$ cat src/rtl/spi_pkg.sv
// Shared constants for the SPI request arbiter: FSM state encodings,
// command field positions and the beat-count helper.
package spi_pkg;

  localparam logic [2:0] ST_IDLE      = 3'd0;
  localparam logic [2:0] ST_LAUNCH    = 3'd1;
  localparam logic [2:0] ST_WAIT_BUSY = 3'd2;
  localparam logic [2:0] ST_XFER      = 3'd3;
  localparam logic [2:0] ST_DONE      = 3'd4;

  // Command layout understood by the master: bit 7 selects read,
  // bits [4:0] hold (beat count - 1).
  localparam int CMD_RD_BIT  = 7;
  localparam int CMD_LEN_MSB = 4;

  // Beat counter width; the counter saturates at its all-ones value.
  localparam int BEAT_W = 6;
  localparam logic [BEAT_W-1:0] BEAT_MAX = '1;

  // Number of data beats a command is expected to move.
  function automatic logic [BEAT_W-1:0] exp_beats(input logic [CMD_LEN_MSB:0] len);
    return BEAT_W'(len) + BEAT_W'(1);
  endfunction

endpackage

$ cat src/rtl/rr_arbiter.sv
// Combinational round-robin picker: returns the first asserted request at
// or after ptr_i (wrapping) as a one-hot grant and a binary index.
// The pointer register lives in the parent.
module rr_arbiter #(
  parameter int REQ_NUM = 2,
  parameter int IDX_W   = $clog2(REQ_NUM)
) (
  input  logic [REQ_NUM-1:0] req_i,
  input  logic [IDX_W-1:0]   ptr_i,
  output logic [REQ_NUM-1:0] gnt_o,
  output logic [IDX_W-1:0]   idx_o
);

  logic             found;
  logic [IDX_W-1:0] slot;

  // Scan slots in priority order starting from the pointer; first hit wins.
  always_comb begin
    gnt_o = '0;
    idx_o = '0;
    found = 1'b0;
    slot  = '0;
    for (int i = 0; i < REQ_NUM; i++) begin
      slot = IDX_W'((int'(ptr_i) + i) % REQ_NUM);
      if (!found && req_i[slot]) begin
        found       = 1'b1;
        gnt_o[slot] = 1'b1;
        idx_o       = slot;
      end
    end
  end

endmodule

$ cat src/rtl/spi_req_arbiter.sv
// Shares one SPI master between REQ_NUM requesters with round-robin grant.
// A transaction is launched with a one-cycle spi_en_o, tracked through the
// master's busy flag, and closed with done_o (plus err_o when the number of
// data beats differs from cmd[4:0]+1).
// Optional: define SPI_ARB_TIMEOUT_EN to add a watchdog that forces
// completion with err_o after TIMEOUT_CYC cycles in ST_WAIT_BUSY/ST_XFER.
module spi_req_arbiter
  import spi_pkg::*;
#(
  parameter int REQ_NUM     = 2,
  parameter int DATA_WIDTH  = 32,
  parameter int ADDR_WIDTH  = 16,
  parameter int CMD_WIDTH   = 8,
  parameter int TIMEOUT_CYC = 4096
) (
  input  logic                          clk_i,
  input  logic                          rst_i,
  input  logic [REQ_NUM-1:0]            req_i,
  input  logic [REQ_NUM*CMD_WIDTH-1:0]  req_cmd_i,
  input  logic [REQ_NUM*ADDR_WIDTH-1:0] req_addr_i,
  input  logic [REQ_NUM*DATA_WIDTH-1:0] req_wr_data_i,
  output logic [REQ_NUM-1:0]            gnt_o,
  output logic [REQ_NUM-1:0]            req_wr_seq_o,
  output logic [REQ_NUM-1:0]            req_rd_vld_o,
  output logic [DATA_WIDTH-1:0]         req_rd_data_o,
  output logic [REQ_NUM-1:0]            done_o,
  output logic [REQ_NUM-1:0]            err_o,
  output logic                          spi_en_o,
  output logic [CMD_WIDTH-1:0]          spi_cmd_o,
  output logic [ADDR_WIDTH-1:0]         spi_addr_o,
  output logic [DATA_WIDTH-1:0]         spi_wr_data_o,
  input  logic                          spi_wr_seq_i,
  input  logic                          spi_rd_vld_i,
  input  logic [DATA_WIDTH-1:0]         spi_rd_data_i,
  input  logic                          spi_busy_i
);

  localparam int IDX_W = $clog2(REQ_NUM);

  if (REQ_NUM < 2 || REQ_NUM > 8 || TIMEOUT_CYC < 1 || TIMEOUT_CYC > 65536) begin : g_param_check
    $error("spi_req_arbiter: REQ_NUM or TIMEOUT_CYC out of range");
  end

  logic [2:0]            state_q, state_d;
  logic [IDX_W-1:0]      ptr_q, ptr_d;
  logic [IDX_W-1:0]      idx_q, idx_d;
  logic [REQ_NUM-1:0]    gnt_q, gnt_d;
  logic [CMD_WIDTH-1:0]  cmd_q, cmd_d;
  logic [ADDR_WIDTH-1:0] addr_q, addr_d;
  logic [BEAT_W-1:0]     beat_q, beat_d;
  logic                  en_q, en_d;
  logic [REQ_NUM-1:0]    rd_vld_q, rd_vld_d;
  logic [DATA_WIDTH-1:0] rd_data_q, rd_data_d;

  logic [REQ_NUM-1:0]    arb_gnt;
  logic [IDX_W-1:0]      arb_idx;
  logic                  in_xfer;
  logic                  in_done;
  logic                  strobe;
  logic                  beat_err;
  logic                  timeout_hit;
  logic                  timeout_err;

  rr_arbiter #(
    .REQ_NUM (REQ_NUM),
    .IDX_W   (IDX_W)
  ) u_rr (
    .req_i (req_i),
    .ptr_i (ptr_q),
    .gnt_o (arb_gnt),
    .idx_o (arb_idx)
  );

  assign in_xfer  = (state_q == ST_XFER);
  assign in_done  = (state_q == ST_DONE);
  assign strobe   = in_xfer && (spi_wr_seq_i || spi_rd_vld_i);
  assign beat_err = (beat_q != exp_beats(cmd_q[CMD_LEN_MSB:0]));

`ifdef SPI_ARB_TIMEOUT_EN
  logic [15:0] to_q, to_d;
  logic        to_err_q, to_err_d;

  assign timeout_hit = ((state_q == ST_WAIT_BUSY) || in_xfer) && (to_q == 16'(TIMEOUT_CYC - 1));
  assign timeout_err = to_err_q;

  // Watchdog: cleared at launch, counts every cycle spent waiting on the master.
  always_comb begin
    to_d     = to_q;
    to_err_d = to_err_q;
    if (state_q == ST_LAUNCH) begin
      to_d     = '0;
      to_err_d = 1'b0;
    end else if ((state_q == ST_WAIT_BUSY) || in_xfer) begin
      to_d = to_q + 16'd1;
      if (timeout_hit) to_err_d = 1'b1;
    end
  end

  // Watchdog registers.
  always_ff @(posedge clk_i or posedge rst_i) begin
    if (rst_i) begin
      to_q     <= '0;
      to_err_q <= 1'b0;
    end else begin
      to_q     <= to_d;
      to_err_q <= to_err_d;
    end
  end
`else
  assign timeout_hit = 1'b0;
  assign timeout_err = 1'b0;
`endif

  // Transaction FSM. spi_en_o is registered out of ST_LAUNCH, so the master
  // sees it two cycles after the request is accepted in ST_IDLE.
  always_comb begin
    state_d = state_q;
    ptr_d   = ptr_q;
    idx_d   = idx_q;
    gnt_d   = gnt_q;
    cmd_d   = cmd_q;
    addr_d  = addr_q;
    beat_d  = beat_q;
    en_d    = 1'b0;
    case (state_q)
      ST_IDLE: begin
        if (|req_i && !spi_busy_i) begin
          idx_d   = arb_idx;
          gnt_d   = arb_gnt;
          cmd_d   = req_cmd_i[arb_idx*CMD_WIDTH +: CMD_WIDTH];
          addr_d  = req_addr_i[arb_idx*ADDR_WIDTH +: ADDR_WIDTH];
          beat_d  = '0;
          state_d = ST_LAUNCH;
        end
      end
      ST_LAUNCH: begin
        en_d    = 1'b1;
        state_d = ST_WAIT_BUSY;
      end
      ST_WAIT_BUSY: begin
        if (timeout_hit)     state_d = ST_DONE;
        else if (spi_busy_i) state_d = ST_XFER;
      end
      ST_XFER: begin
        if (strobe && (beat_q != BEAT_MAX)) beat_d = beat_q + BEAT_W'(1);
        if (timeout_hit || !spi_busy_i) state_d = ST_DONE;
      end
      ST_DONE: begin
        gnt_d   = '0;
        ptr_d   = (idx_q == IDX_W'(REQ_NUM - 1)) ? '0 : idx_q + IDX_W'(1);
        state_d = ST_IDLE;
      end
      default: state_d = ST_IDLE;
    endcase
  end

  // Read beats are registered so data and its valid reach the requester together.
  always_comb begin
    rd_vld_d  = '0;
    rd_data_d = rd_data_q;
    if (in_xfer && spi_rd_vld_i) begin
      rd_vld_d  = gnt_q;
      rd_data_d = spi_rd_data_i;
    end
  end

  // State and datapath registers; reset abandons any transaction silently.
  always_ff @(posedge clk_i or posedge rst_i) begin
    if (rst_i) begin
      state_q   <= ST_IDLE;
      ptr_q     <= '0;
      idx_q     <= '0;
      gnt_q     <= '0;
      cmd_q     <= '0;
      addr_q    <= '0;
      beat_q    <= '0;
      en_q      <= 1'b0;
      rd_vld_q  <= '0;
      rd_data_q <= '0;
    end else begin
      state_q   <= state_d;
      ptr_q     <= ptr_d;
      idx_q     <= idx_d;
      gnt_q     <= gnt_d;
      cmd_q     <= cmd_d;
      addr_q    <= addr_d;
      beat_q    <= beat_d;
      en_q      <= en_d;
      rd_vld_q  <= rd_vld_d;
      rd_data_q <= rd_data_d;
    end
  end

  assign gnt_o         = gnt_q;
  assign spi_en_o      = en_q;
  assign spi_cmd_o     = (|gnt_q) ? cmd_q : '0;
  assign spi_addr_o    = (|gnt_q) ? addr_q : '0;
  assign spi_wr_data_o = (|gnt_q) ? req_wr_data_i[idx_q*DATA_WIDTH +: DATA_WIDTH] : '0;
  assign req_wr_seq_o  = (in_xfer && spi_wr_seq_i) ? gnt_q : '0;
  assign req_rd_vld_o  = rd_vld_q;
  assign req_rd_data_o = rd_data_q;
  assign done_o        = in_done ? gnt_q : '0;
  assign err_o         = (in_done && (beat_err || timeout_err)) ? gnt_q : '0;

endmodule
$ cat config.mk
export PLATFORM = sky130hd
export DESIGN_NAME = spi_req_arbiter
export DESIGN_NICKNAME = d
export VERILOG_FILES = /design/src/rtl/spi_pkg.sv /design/src/rtl/rr_arbiter.sv /design/src/rtl/spi_req_arbiter.sv
export SDC_FILE = /design/constraint.sdc
export NUM_CORES = 1
export LEC_CHECK = 0
export BUFFER_PORTS_ARGS = -buffer_cell sky130_fd_sc_hd__buf_2
export CORE_AREA = 3 3 96 98
export CTS_BUF_LIST = sky130_fd_sc_hd__clkbuf_16
export DETAILED_ROUTE_END_ITERATION = 16
export DIE_AREA = 0 0 99 101
export GPL_TIMING_DRIVEN = 0
export PLACE_DENSITY = 0.87
export SLEW_MARGIN = 10
export SYNTH_ARGS = -nofsm -noshare
export SYNTH_HDL_FRONTEND = slang
export SYNTH_SLANG_ARGS = --single-unit
$ cat constraint.sdc
create_clock -name clk_i -period 6 [get_ports clk_i]
set_input_delay 0.9 -clock clk_i [delete_from_list [all_inputs] [get_ports clk_i]]
set_output_delay 0.9 -clock clk_i [all_outputs]
set_load 0.03 [all_outputs]
==> results of run 1 <==
area by class of cell:
cell class                 count  area, µm²  area share [%]
buffer                        23        118            2.12
timing repair buffer         250       1270            22.9
sequential                    72       1800            32.4
clock buffer                   9        225            4.05
clock inverter                 6       61.3            1.10
multi-input combinational    273       1920            34.6
inverter                       4       17.5           0.315
tap                          108        135            2.43
metal layers:
layer / vias up / wire, µm / part of all wire, %
met2: 205 / 6540 / 52
met5: - / 0 / 0
met1: 1773 / 4400 / 35
li1: 1798 / - / -
met3: 35 / 1080 / 8.6
met4: 0 / 526 / 4.2
power groups by stage:
stage | clock (mW) | combinational, mW | sequential, mW
2_1_floorplan | 0 | 1.03 | 1.06
6_report | 0.515 | 1.80 | 0.848
3_3_place_gp | 0 | 1.77 | 0.838
5_1_grt | 0.544 | 1.92 | 0.874
4_1_cts | 0.523 | 1.81 | 0.848
3_5_place_dp | 0 | 1.81 | 0.852
sequential cells by signal, summed over array words and instances (netlist names):
register and count:
beat_q 6, req_rd_data_o 32, idx_q 1, cmd_q 8
ptr_q 1, gnt_o 2, spi_en_o 1, addr_q 16
state_q 3, req_rd_vld_o 2
cell usage in the layout (no fill, tap or decap), types with 2 or more instances in the layout:
master and count:
buf_2 256, dfrtp_1 72, mux2i_1 56, nand2_1 41, nor2_1 41, mux2_2 33, o21ai_0 30, nor2b_1 23
clkbuf_1 11, clkbuf_16 9, nand3_1 6, and3_2 6, nor3_1 4, inv_1 3, a21boi_0 3, xnor2_1 3
clkinv_2 3, buf_6 2, o22a_2 2, buf_4 2, nor3b_1 2, xor2_1 2, nor4b_1 2, ha_1 2
how the worst max path moves through the flow:
stage	startpoint	to	slack (ps)	cells past startpoint
6_report	cmd_q[0]	err_o[0]	2950	6
2_1_floorplan	cmd_q[0]	err_o[0]	3130	5
4_1_cts	cmd_q[0]	err_o[0]	2920	6
5_1_grt	cmd_q[0]	err_o[0]	2880	6
3_3_place_gp	rst_i	addr_q[4]	2510	2
3_5_place_dp	cmd_q[0]	err_o[0]	3280	6
cell families (layout without fill, tap and decap cells):
kind of cell / Yosys count / after routing / synth area share (%)
and+or+nand+nor: 133 / 133 / 16.7
muxes: 89 / 89 / 24.2
DFF: 72 / 72 / 46.7
AOI/OAI and AO/OA: 44 / 44 / 7.26
buffers and inverters: 27 / 292 / 3.44
xor gates and xnor gates: 5 / 5 / 1.14
adders and majority gates: 2 / 2 / 0.648
worst register-to-register path: stages (launching register included):
cell     delay [ps]
dfrtp_1         400
o21ai_2         530
buf_4           370
mux2i_1         300
o21ai_0         120
==> impl_summary.log, run 1 <==
[metrics] num rows: 34
[metrics] fmax: roughly 330 MHz
[metrics] clock latency of the later-clocked register in the worst-skew pair: ~320 ps
[metrics] outcome: finished clean
[metrics] Syn Std Cell Area: 3860 µm²
[metrics] antenna fix cells: 0
[metrics] met1 global-route usage: between 20% and 30%
[metrics] routed wirelength normalized by instance count: 16.8 µm
[metrics] post-synthesis sequential area ratio: between 40% and 50%
[metrics] sort of element at the start of the critical path: flop
[metrics] unique cell type count in the Yosys netlist: 40
[metrics] combinational share of power: between 50% and 60%
[metrics] area enclosed by the die boundary: approximately 10000 µm²
[metrics] cell types occupying the most area after synthesis: dfrtp_1 (47%), mux2i_1 (15%), mux2_2 (9.6%)
[metrics] count of buffers from port buffering: about 250
[metrics] category of the critical setup timing path: flop to output pin
[metrics] Non-Filler Instances: around 750
[metrics] share of post-route cells with drive strength above 1: around half
[metrics] number of slew-limit violations in the final report: 0
[metrics] cell depth of the worst min-delay path: 2
[metrics] DR iter-0 viols: about 210
[metrics] dpl cell area: 5270 µm²
[metrics] count of placed standard cells including taps: 730
[metrics] global-route usage over all layers: 24.5%
[metrics] buffers inserted by post-CTS timing repair: 0
[metrics] CTS sink cnt: 72
[metrics] Starting Density: ~45%
[metrics] share of the clock period used by the worst path: 50.8%
[metrics] root buf cell: clkbuf_16
[metrics] final worst clock skew: between 4 and 5 ps
[metrics] arrival time at the worst endpoint: between 2000 and 2500 ps
[metrics] placer congestion estimate: just over 0.9
[metrics] initial antenna violation count: 0
[metrics] Worst path top cell family by delay: simple AND/OR/NAND/NOR gates
[metrics] worst slack at placement: around 3300 ps
[metrics] First-pass DRT Iterations: 4
[metrics] capturing point of the worst reg2reg path: cmd_q[2]
[metrics] H-tree levels: 3
[metrics] cell with the biggest individual delay on the critical path: dfrtp_1
[metrics] clock tree from TritonCTS: done
[metrics] Switching Share: between 40% and 50%
[metrics] first-pass GRT wire length: 19100 µm
[metrics] buffers and inverters on the worst path: 1
[metrics] R2R Setup Slk: a little over 4000 ps
[metrics] final worst path period need: slightly above 3000 ps
[metrics] Yosys warning total: 0
[metrics] pwr/cell area: about 570 nW/µm²
[metrics] worst-margin pin slew: about 660 ps
[metrics] cts hold-fix bufs: 0
[metrics] number of flops mapped to enable cells by yosys: 0
[metrics] cell leakage power: approximately 3.0 nW
[metrics] power share of the clock group: about 16%
[metrics] detailed-placement wirelength estimate: about 10000 µm
[metrics] vias in the first global route: approximately 4000
[metrics] proportion of synthesized flip-flops having asynchronous set or reset: 100%
[metrics] met2 Use GR: between 40 and 50%
[metrics] post-cts gate resize count: 0
[metrics] power spent charging and discharging nets: around 1.5 mW
[metrics] element type at the critical path end: output pin
[metrics] Hold Crit Class: flop to flop
[metrics] number of DRC violations after detailed routing: 0
[metrics] most used routing layer: met2
[metrics] total chip power: about 3.2 mW
[metrics] hold-critical path endpoint: addr_q[12]
[metrics] number of clock buffers inserted by TritonCTS: 9
[metrics] number of storage elements in the synthesis netlist: ~70
[metrics] Chip Height: 101 µm
[metrics] launch instance of the worst min-delay path: addr_q[12]
[metrics] worst-case clock buffer depth: 2
[metrics] met3 global-route usage: 6.44%
[metrics] number of cells on the worst reg-to-reg path: 4
[metrics] Max Fanout on Critical Path: 6
[metrics] num ports: 250
[metrics] growth of design area from synthesis to finish: 44.0%
[metrics] clk slew on worst S/H paths: 50 ps
[metrics] post-synthesis average cell area: 10.4 µm²
[metrics] total number of nets in the final design: roughly 790
[metrics] maximum capacitance violations: 0
[metrics] cell internal pwr: between 1.5 and 2 mW
[metrics] final cell utilization of the core: roughly two thirds
[metrics] area fraction of the dominant cell type after synthesis: between 40 and 50%
[metrics] net count of the mapped netlist: about 530
[metrics] number of vias in the routed layout: 3811
[metrics] setup repair after global routing missed its margin: no
[metrics] final setup fails: 0
[metrics] cell area after layout: roughly 5600 µm²
[metrics] ranking of synthesized cells by instance count: dfrtp_1 (72), mux2i_1 (56), nand2_1 (41), nor2_1 (41), mux2_2 (33)
[metrics] post-synthesis cell type with the largest combined area: dfrtp_1
[metrics] cell with the most instances after synthesis: dfrtp_1
[metrics] setup TNS: 0 ps
[metrics] global route overflow: 0
[metrics] Post-Syn Instances: about 370
[metrics] final WL: 12500 µm
[metrics] max-slew headroom at the worst pin: between 50% and 60%
[metrics] per-cell via count in the routed design: around 5.1
[metrics] maximum number of pins on one net before global-route repair: 62
[metrics] Data required, critical path: 5100 ps
[metrics] CP cell instances: ha_1, xnor2_1, nand2_1, nor4b_1, a21boi_0, buf_2
[metrics] Max IR drop VDD: 347 µV
[metrics] final setup margin: 2950 ps
[metrics] reg-to-reg critical path startpoint: ptr_q
[metrics] largest stage delay on the critical path: approximately 460 ps
[metrics] Core Box Area: 8550 µm²
[metrics] relative contribution of sequential cells to total power: a little over a quarter
[metrics] count of endpoints failing hold in the final timing report: 0
[metrics] number of nets still failing antenna checks after routing: 0
[metrics] width of the chip: a little under 100 µm
[metrics] Fillers: roughly 700
[metrics] Hold WS: about 470 ps
[metrics] most frequently used flop master after synthesis: dfrtp_1
No activity file was read; power rests on OpenSTA's default activity.
==> run 2: changes to the inputs <==
CORE_AREA = 3 3 104 106   (was 3 3 96 98)
DIE_AREA = 0 0 107 109   (was 0 0 99 101)
PLACE_DENSITY = 0.78   (was 0.87)
clock period = 2.7 ns   (was 6 ns; I/O delays follow)
==> impl_summary.log, run 2 (synthesis gave the netlist of run 1 again) <==
[metrics] reg-to-reg critical path startpoint: ptr_q
[metrics] outcome: finished clean
[metrics] Non-Filler Instances: 770 (+3.4%)
[metrics] routed wirelength normalized by instance count: 16.1 µm (-4.4%)
[metrics] element type at the critical path end: output pin
[metrics] setup TNS: 0 ps (unchanged)
[metrics] Starting Density: 39.1% (-6.0 points)
[metrics] detailed-placement wirelength estimate: 10200 µm (+2.5%)
[metrics] R2R Setup Slk: 910 ps (-3230 ps)
[metrics] First-pass DRT Iterations: 4 (unchanged)
[metrics] Core Box Area: 9860 µm² (+15%)
[metrics] initial antenna violation count: 0 (unchanged)
[metrics] power spent charging and discharging nets: 3.35 mW (+120%)
[metrics] cell leakage power: 3.04 nW (+0.25%)
[metrics] worst-margin pin slew: 580 ps (-81.5 ps)
[metrics] clock latency of the later-clocked register in the worst-skew pair: 330 ps (about the same)
[metrics] area enclosed by the die boundary: 11700 µm² (+17%)
[metrics] final setup fails: 0 (unchanged)
[metrics] setup repair after global routing missed its margin: no
[metrics] worst slack at placement: 460 ps (-2820 ps)
[metrics] total number of nets in the final design: 786 (unchanged)
[metrics] max-slew headroom at the worst pin: 60.9% (+5.5 points)
[metrics] H-tree levels: 3 (unchanged)
[metrics] Max Fanout on Critical Path: 6 (unchanged)
[metrics] clk slew on worst S/H paths: 60 ps (about the same)
[metrics] Switching Share: 47.3% (-0.88 points)
[metrics] growth of design area from synthesis to finish: 45.3%
[metrics] Fillers: 857 (+23%)
[metrics] count of buffers from port buffering: 249 (unchanged)
[metrics] CP Capture Point: err_o[1]
[metrics] buffers inserted by post-CTS timing repair: 0 (unchanged)
[metrics] global-route usage over all layers: 20.8% (-3.8 points)
[metrics] final WL: 12400 µm (-1.2%)
[metrics] DR iter-0 viols: 151 (-28%)
[metrics] Chip Height: 109 µm (+7.9%)
[metrics] sort of element at the start of the critical path: flop
[metrics] CTS sink cnt: 72 (unchanged)
[metrics] cell internal pwr: 3.73 mW (+130%)
[metrics] root buf cell: clkbuf_16
[metrics] global route overflow: 0 (unchanged)
[metrics] final worst path period need: approximately 2500 ps
[metrics] width of the chip: 107 µm (+8.1%)
[metrics] antenna fix cells: 0 (unchanged)
[metrics] final worst clock skew: 8.98 ps (+4.57 ps)
[metrics] number of cells on the worst reg-to-reg path: 4 (unchanged)
[metrics] share of post-route cells with drive strength above 1: 51.0% (unchanged)
[metrics] Critical Path Start: cmd_q[0]
[metrics] Hold Crit Class: primary input to asynchronous set/reset pin
[metrics] count of placed standard cells including taps: 755 (+3.4%)
[metrics] final setup margin: 155 ps (-2800 ps)
[metrics] maximum number of pins on one net before global-route repair: 39 (-37%)
[metrics] Hold WS: 95.4 ps (-375 ps)
[metrics] capturing point of the worst reg2reg path: cmd_q[2]
[metrics] largest stage delay on the critical path: 460 ps (about the same)
[metrics] power share of the clock group: 17.5% (+1.2 points)
[metrics] vias in the first global route: 4016 (+2.8%)
[metrics] total chip power: 7.08 mW (+120%)
[metrics] CP cell instances: ha_1, xnor2_1, nand2_1, nor4b_1, a21boi_0, buf_2
[metrics] count of endpoints failing hold in the final timing report: 0 (unchanged)
[metrics] fmax: ~390 MHz
[metrics] cell with the biggest individual delay on the critical path: dfrtp_1
[metrics] placer congestion estimate: 0.869 (-6.4%)
[metrics] per-cell via count in the routed design: 4.89 (-4.4%)
[metrics] max FFs per register: 32 (unchanged)
[metrics] most frequent cells in the layout: buf_2 (256), dfrtp_1 (72), mux2i_1 (56), nand2_1 (41), nor2_1 (41)
[metrics] clock tree from TritonCTS: done
[metrics] number of slew-limit violations in the final report: 0 (unchanged)
[metrics] number of DRC violations after detailed routing: 0 (unchanged)
[metrics] Data required, critical path: 2300 ps (-2800 ps)
[metrics] commonest non-fill, non-tap cell in the layout: buf_2
[metrics] num ports: 250 (unchanged)
[metrics] maximum capacitance violations: 0 (unchanged)
[metrics] Max IR drop VDD: 782 µV (+130%)
[metrics] number of nets still failing antenna checks after routing: 0 (unchanged)
[metrics] category of the critical setup timing path: flop to output pin
[metrics] worst-case clock buffer depth: 2 (unchanged)
[metrics] number of clock buffers inserted by TritonCTS: 9 (unchanged)
[metrics] arrival time at the worst endpoint: 2140 ps (about the same)
[metrics] share of the clock period used by the worst path: 94.3%
[metrics] pwr/cell area: 1260 nW/µm² (+120%)
[metrics] combinational share of power: 55.9% (-1.0 points)
[metrics] first-pass GRT wire length: 18800 µm (-1.7%)
[metrics] number of vias in the routed layout: 3767 (-1.2%)
[metrics] num rows: 36 (+5.9%)
[metrics] relative contribution of sequential cells to total power: 26.6% (-0.3 points)
-- run 2: routing by layer --
| metal | vias up | wire (µm) | part of all wire [%] | track usage [%] |
|---|---|---|---|---|
| met2 | 175 | 6500 | 52 | 39.4 |
| met1 | 1766 | 4590 | 37 | 21.6 |
| met5 | - | 0 | 0 | 0 |
| met3 | 28 | 936 | 7.6 | 5.74 |
| li1 | 1798 | - | - | - |
| met4 | 0 | 373 | 3.0 | 8.22 |
-- run 2: metrics by stage --
| step | area (µm²) | util (%) |
|---|---|---|
| 6_report | 5610 | 56.8 |
| 5_1_grt | 5610 | 56.8 |
| 4_1_cts | 5600 | 56.8 |
| 3_5_place_dp | 5290 | 53.7 |
| 3_3_place_gp | 5270 | 53.4 |
| 2_1_floorplan | 3860 | - |
-- run 2: area by class of cell --
class	count	area [µm²]	share of cell area [%]
multi-input cells	273	1920	34.3
repair buffers	250	1270	22.6
flip-flops and latches	72	1800	32.1
well taps	133	166	2.97
plain buffers	23	119	2.12
clock inverters	6	85.1	1.52
clock buffers	9	225	4.02
inverters	4	17.5	0.312
-- run 2: how the worst min path moves through the flow --
stage,end,slack (ps)
global route,req_rd_data_o[18],120
detailed placement,req_rd_data_o[18],450
finish,req_rd_data_o[18],100
global placement,cmd_q[5],460
CTS,req_rd_data_o[26],100
floorplan,addr_q[0],440
-- run 2: power by group through the flow --
stage	logic [mW]	registers [mW]	clock network [mW]
global placement	3.91	1.87	0
detailed placement	3.99	1.90	0
global route	4.25	1.95	1.31
CTS	4.00	1.89	1.25
finish	3.96	1.88	1.24
floorplan	2.30	2.36	0
-- run 2: critical path: cells and delay by family, from the launching register on --
kind	cells	cell delay [ps]
fa+ha+maj	1	340
flops	1	460
xor+xnor	1	130
simple gates	2	500
compound gates	1	170
buf+inv	1	210
-- run 2: what timing repair did --
item                                    in CTS  in global routing
endpoints found under the setup margin       0                  1
hold buffers                                 0                  0
gates resized for setup                      0                  2
==> run 3: changes to the inputs <==
BUFFER_PORTS_ARGS = -buffer_cell sky130_fd_sc_hd__buf_4   (was -buffer_cell sky130_fd_sc_hd__buf_2)
==> impl_summary.log, run 3 (synthesis gave the netlist of run 1 again) <==
[metrics] final WL: 12800 µm (+2.9%)
[metrics] Hold Crit Class: primary input to asynchronous set/reset pin
[metrics] per-cell via count in the routed design: 4.87 (-0.39%)
[metrics] relative contribution of sequential cells to total power: 24.6% (-2.0 points)
[metrics] Starting Density: 39.1% (unchanged)
[metrics] sort of element at the start of the critical path: flop
[metrics] cell internal pwr: 4.25 mW (+14%)
[metrics] max FFs per register: 32 (unchanged)
[metrics] share of post-route cells with drive strength above 1: 51.1% (+0.077 points)
[metrics] CTS sink cnt: 72 (unchanged)
[metrics] global route overflow: 0 (unchanged)
[metrics] worst-case clock buffer depth: 2 (unchanged)
[metrics] category of the critical setup timing path: flop to output pin
[metrics] count of buffers from port buffering: 249 (unchanged)
[metrics] final worst clock skew: 5.83 ps (-3.14 ps)
[metrics] final setup margin: 164 ps (+8.98 ps)
[metrics] max-slew headroom at the worst pin: 62.7% (+1.8 points)
[metrics] detailed-placement wirelength estimate: 10400 µm (+2.1%)
[metrics] cell leakage power: 3.22 nW (+6.0%)
[metrics] pwr/cell area: 1220 nW/µm² (-3.2%)
[metrics] power spent charging and discharging nets: 3.40 mW (+1.4%)
[metrics] num ports: 250 (unchanged)
[metrics] Critical Path Start: cmd_q[0]
[metrics] global-route usage over all layers: 21.0% (+0.27 points)
[metrics] growth of design area from synthesis to finish: 62.3%
[metrics] number of DRC violations after detailed routing: 0 (unchanged)
[metrics] initial antenna violation count: 0 (unchanged)
[metrics] post-cts gate resize count: 0 (unchanged)
[metrics] number of vias in the routed layout: 3757 (-0.27%)
[metrics] outcome: finished clean
[metrics] largest stage delay on the critical path: 460 ps (about the same)
[metrics] Switching Share: 44.4% (-2.9 points)
[metrics] Non-Filler Instances: 771 (+0.13%)
[metrics] worst-margin pin slew: 559 ps (-20.9 ps)
[metrics] clock tree from TritonCTS: done
[metrics] cell with the biggest individual delay on the critical path: nor4b_1
[metrics] fmax: 394 MHz (+0.35%)
[metrics] most frequent cells in the layout: buf_4 (251), dfrtp_1 (72), mux2i_1 (56), nand2_1 (41), nor2_1 (41)
[metrics] clock latency of the later-clocked register in the worst-skew pair: 320 ps (about the same)
[metrics] reg-to-reg critical path startpoint: ptr_q
[metrics] power share of the clock group: 17.6% (about the same)
[metrics] Data required, critical path: 2300 ps (about the same)
[metrics] setup repair after global routing missed its margin: no
[metrics] clk slew on worst S/H paths: 60 ps (about the same)
[metrics] antenna fix cells: 0 (unchanged)
[metrics] Worst path top cell family by delay: simple AND/OR/NAND/NOR gates
[metrics] combinational share of power: 57.8% (+1.9 points)
[metrics] DR iter-0 viols: 135 (-11%)
[metrics] maximum capacitance violations: 0 (unchanged)
[metrics] commonest non-fill, non-tap cell in the layout: buf_4
[metrics] maximum number of pins on one net before global-route repair: 41 (+5.1%)
[metrics] Max Fanout on Critical Path: 6 (unchanged)
[metrics] share of the clock period used by the worst path: 93.9% (-0.33 points)
[metrics] routed wirelength normalized by instance count: 16.5 µm (+2.7%)
[metrics] placer congestion estimate: 0.907 (+4.3%)
[metrics] total number of nets in the final design: 786 (unchanged)
[metrics] buffers and inverters on the worst path: 1 (unchanged)
[metrics] count of endpoints failing hold in the final timing report: 0 (unchanged)
[metrics] First-pass DRT Iterations: 4 (unchanged)
[metrics] number of slew-limit violations in the final report: 0 (unchanged)
[metrics] Core Box Area: 9860 µm² (unchanged)
[metrics] CP cell instances: ha_1, xnor2_1, nand2_1, nor4b_1, a21boi_0, buf_4
[metrics] first-pass GRT wire length: 19200 µm (+2.0%)
[metrics] number of nets still failing antenna checks after routing: 0 (unchanged)
[metrics] vias in the first global route: 3909 (-2.7%)
[metrics] H-tree levels: 3 (unchanged)
[metrics] number of clock buffers inserted by TritonCTS: 9 (unchanged)
[metrics] buffers inserted by post-CTS timing repair: 0 (unchanged)
[metrics] count of placed standard cells including taps: 755 (unchanged)
[metrics] Max IR drop VDD: 703 µV (-10%)
[metrics] final setup fails: 0 (unchanged)
[metrics] Hold WS: 96.7 ps (+1.35 ps)
[metrics] area enclosed by the die boundary: 11700 µm² (unchanged)
[metrics] width of the chip: 107 µm (unchanged)
[metrics] root buf cell: clkbuf_16
[metrics] arrival time at the worst endpoint: 2130 ps (about the same)
[metrics] num rows: 36 (unchanged)
[metrics] final worst path period need: 2540 ps (-8.98 ps)
[metrics] worst slack at placement: 459 ps (-0.547 ps)
[metrics] element type at the critical path end: output pin
[metrics] cts hold-fix bufs: 0 (unchanged)
[metrics] Chip Height: 109 µm (unchanged)
-- run 3: changes by cell type in the layout (fill, tap and decap cells not counted) --
cell	delta
buf_2	-249
buf_4	+249
bufinv_16	+1
clkbuf_1	+1
clkbuf_2	-1
clkinv_1	-1
clkinv_2	-1
clkinv_4	-1
clkinvlp_4	+3
-- run 3: power by group through the flow --
stage	Clock, mW	Combinational (mW)	Sequential (mW)
after global placement	0	4.38	1.87
after global routing	1.42	4.72	1.95
after floorplan	0	2.30	2.36
after detailed placement	0	4.46	1.90
final	1.35	4.42	1.88
after CTS	1.38	4.47	1.89
-- run 3: metrics by stage --
step	TNS (ps)	util (%)	area, µm²	total power [mW]
after floorplan	0	-	3860	4.66
after global placement	-28000	59.8	5890	6.25
after detailed placement	0	60.0	5920	6.36
after CTS	0	63.5	6260	7.73
after global routing	0	63.5	6260	8.09
final	0	63.5	6260	7.65
-- run 3: worst paths after layout --
kind                            cells past startpoint                to  slack (ps)
max in group asynchronous                           3  req_rd_data_o[4]        2050
worst max-delay path                                6          err_o[0]         160
worst max register to register                      4          cmd_q[2]         910
worst min register to register                      2        addr_q[14]         470
min in group clk_i                                  2        state_q[2]         270
worst min-delay path                                2         addr_q[4]         100
-- run 3: layout make-up --
cell class	instances	area, µm²
fill	821	3600
multi-input combinational	273	1920
timing repair buffer	250	1890
sequential	72	1800
clock buffer	9	225
tap	133	166
clock inverter	7	120
buffer	23	118
inverter	4	17.5
-- run 3: routing by layer --
layer  global-route usage (%)  routed length (µm)  vias to the layer above
li1                         -                   -                     1806
met1                     20.7                4440                     1743
met2                     39.4                6620                      177
met3                     8.17                1270                       31
met4                     8.49                 429                        0
met5                        0                   0                        -
-- run 3: worst register-to-register path, cell delays in order (launching register included) --
cell and delay (ps):
dfrtp_1 400, o21ai_2 480, buf_4 330, mux2i_1 330
o21ai_0 120
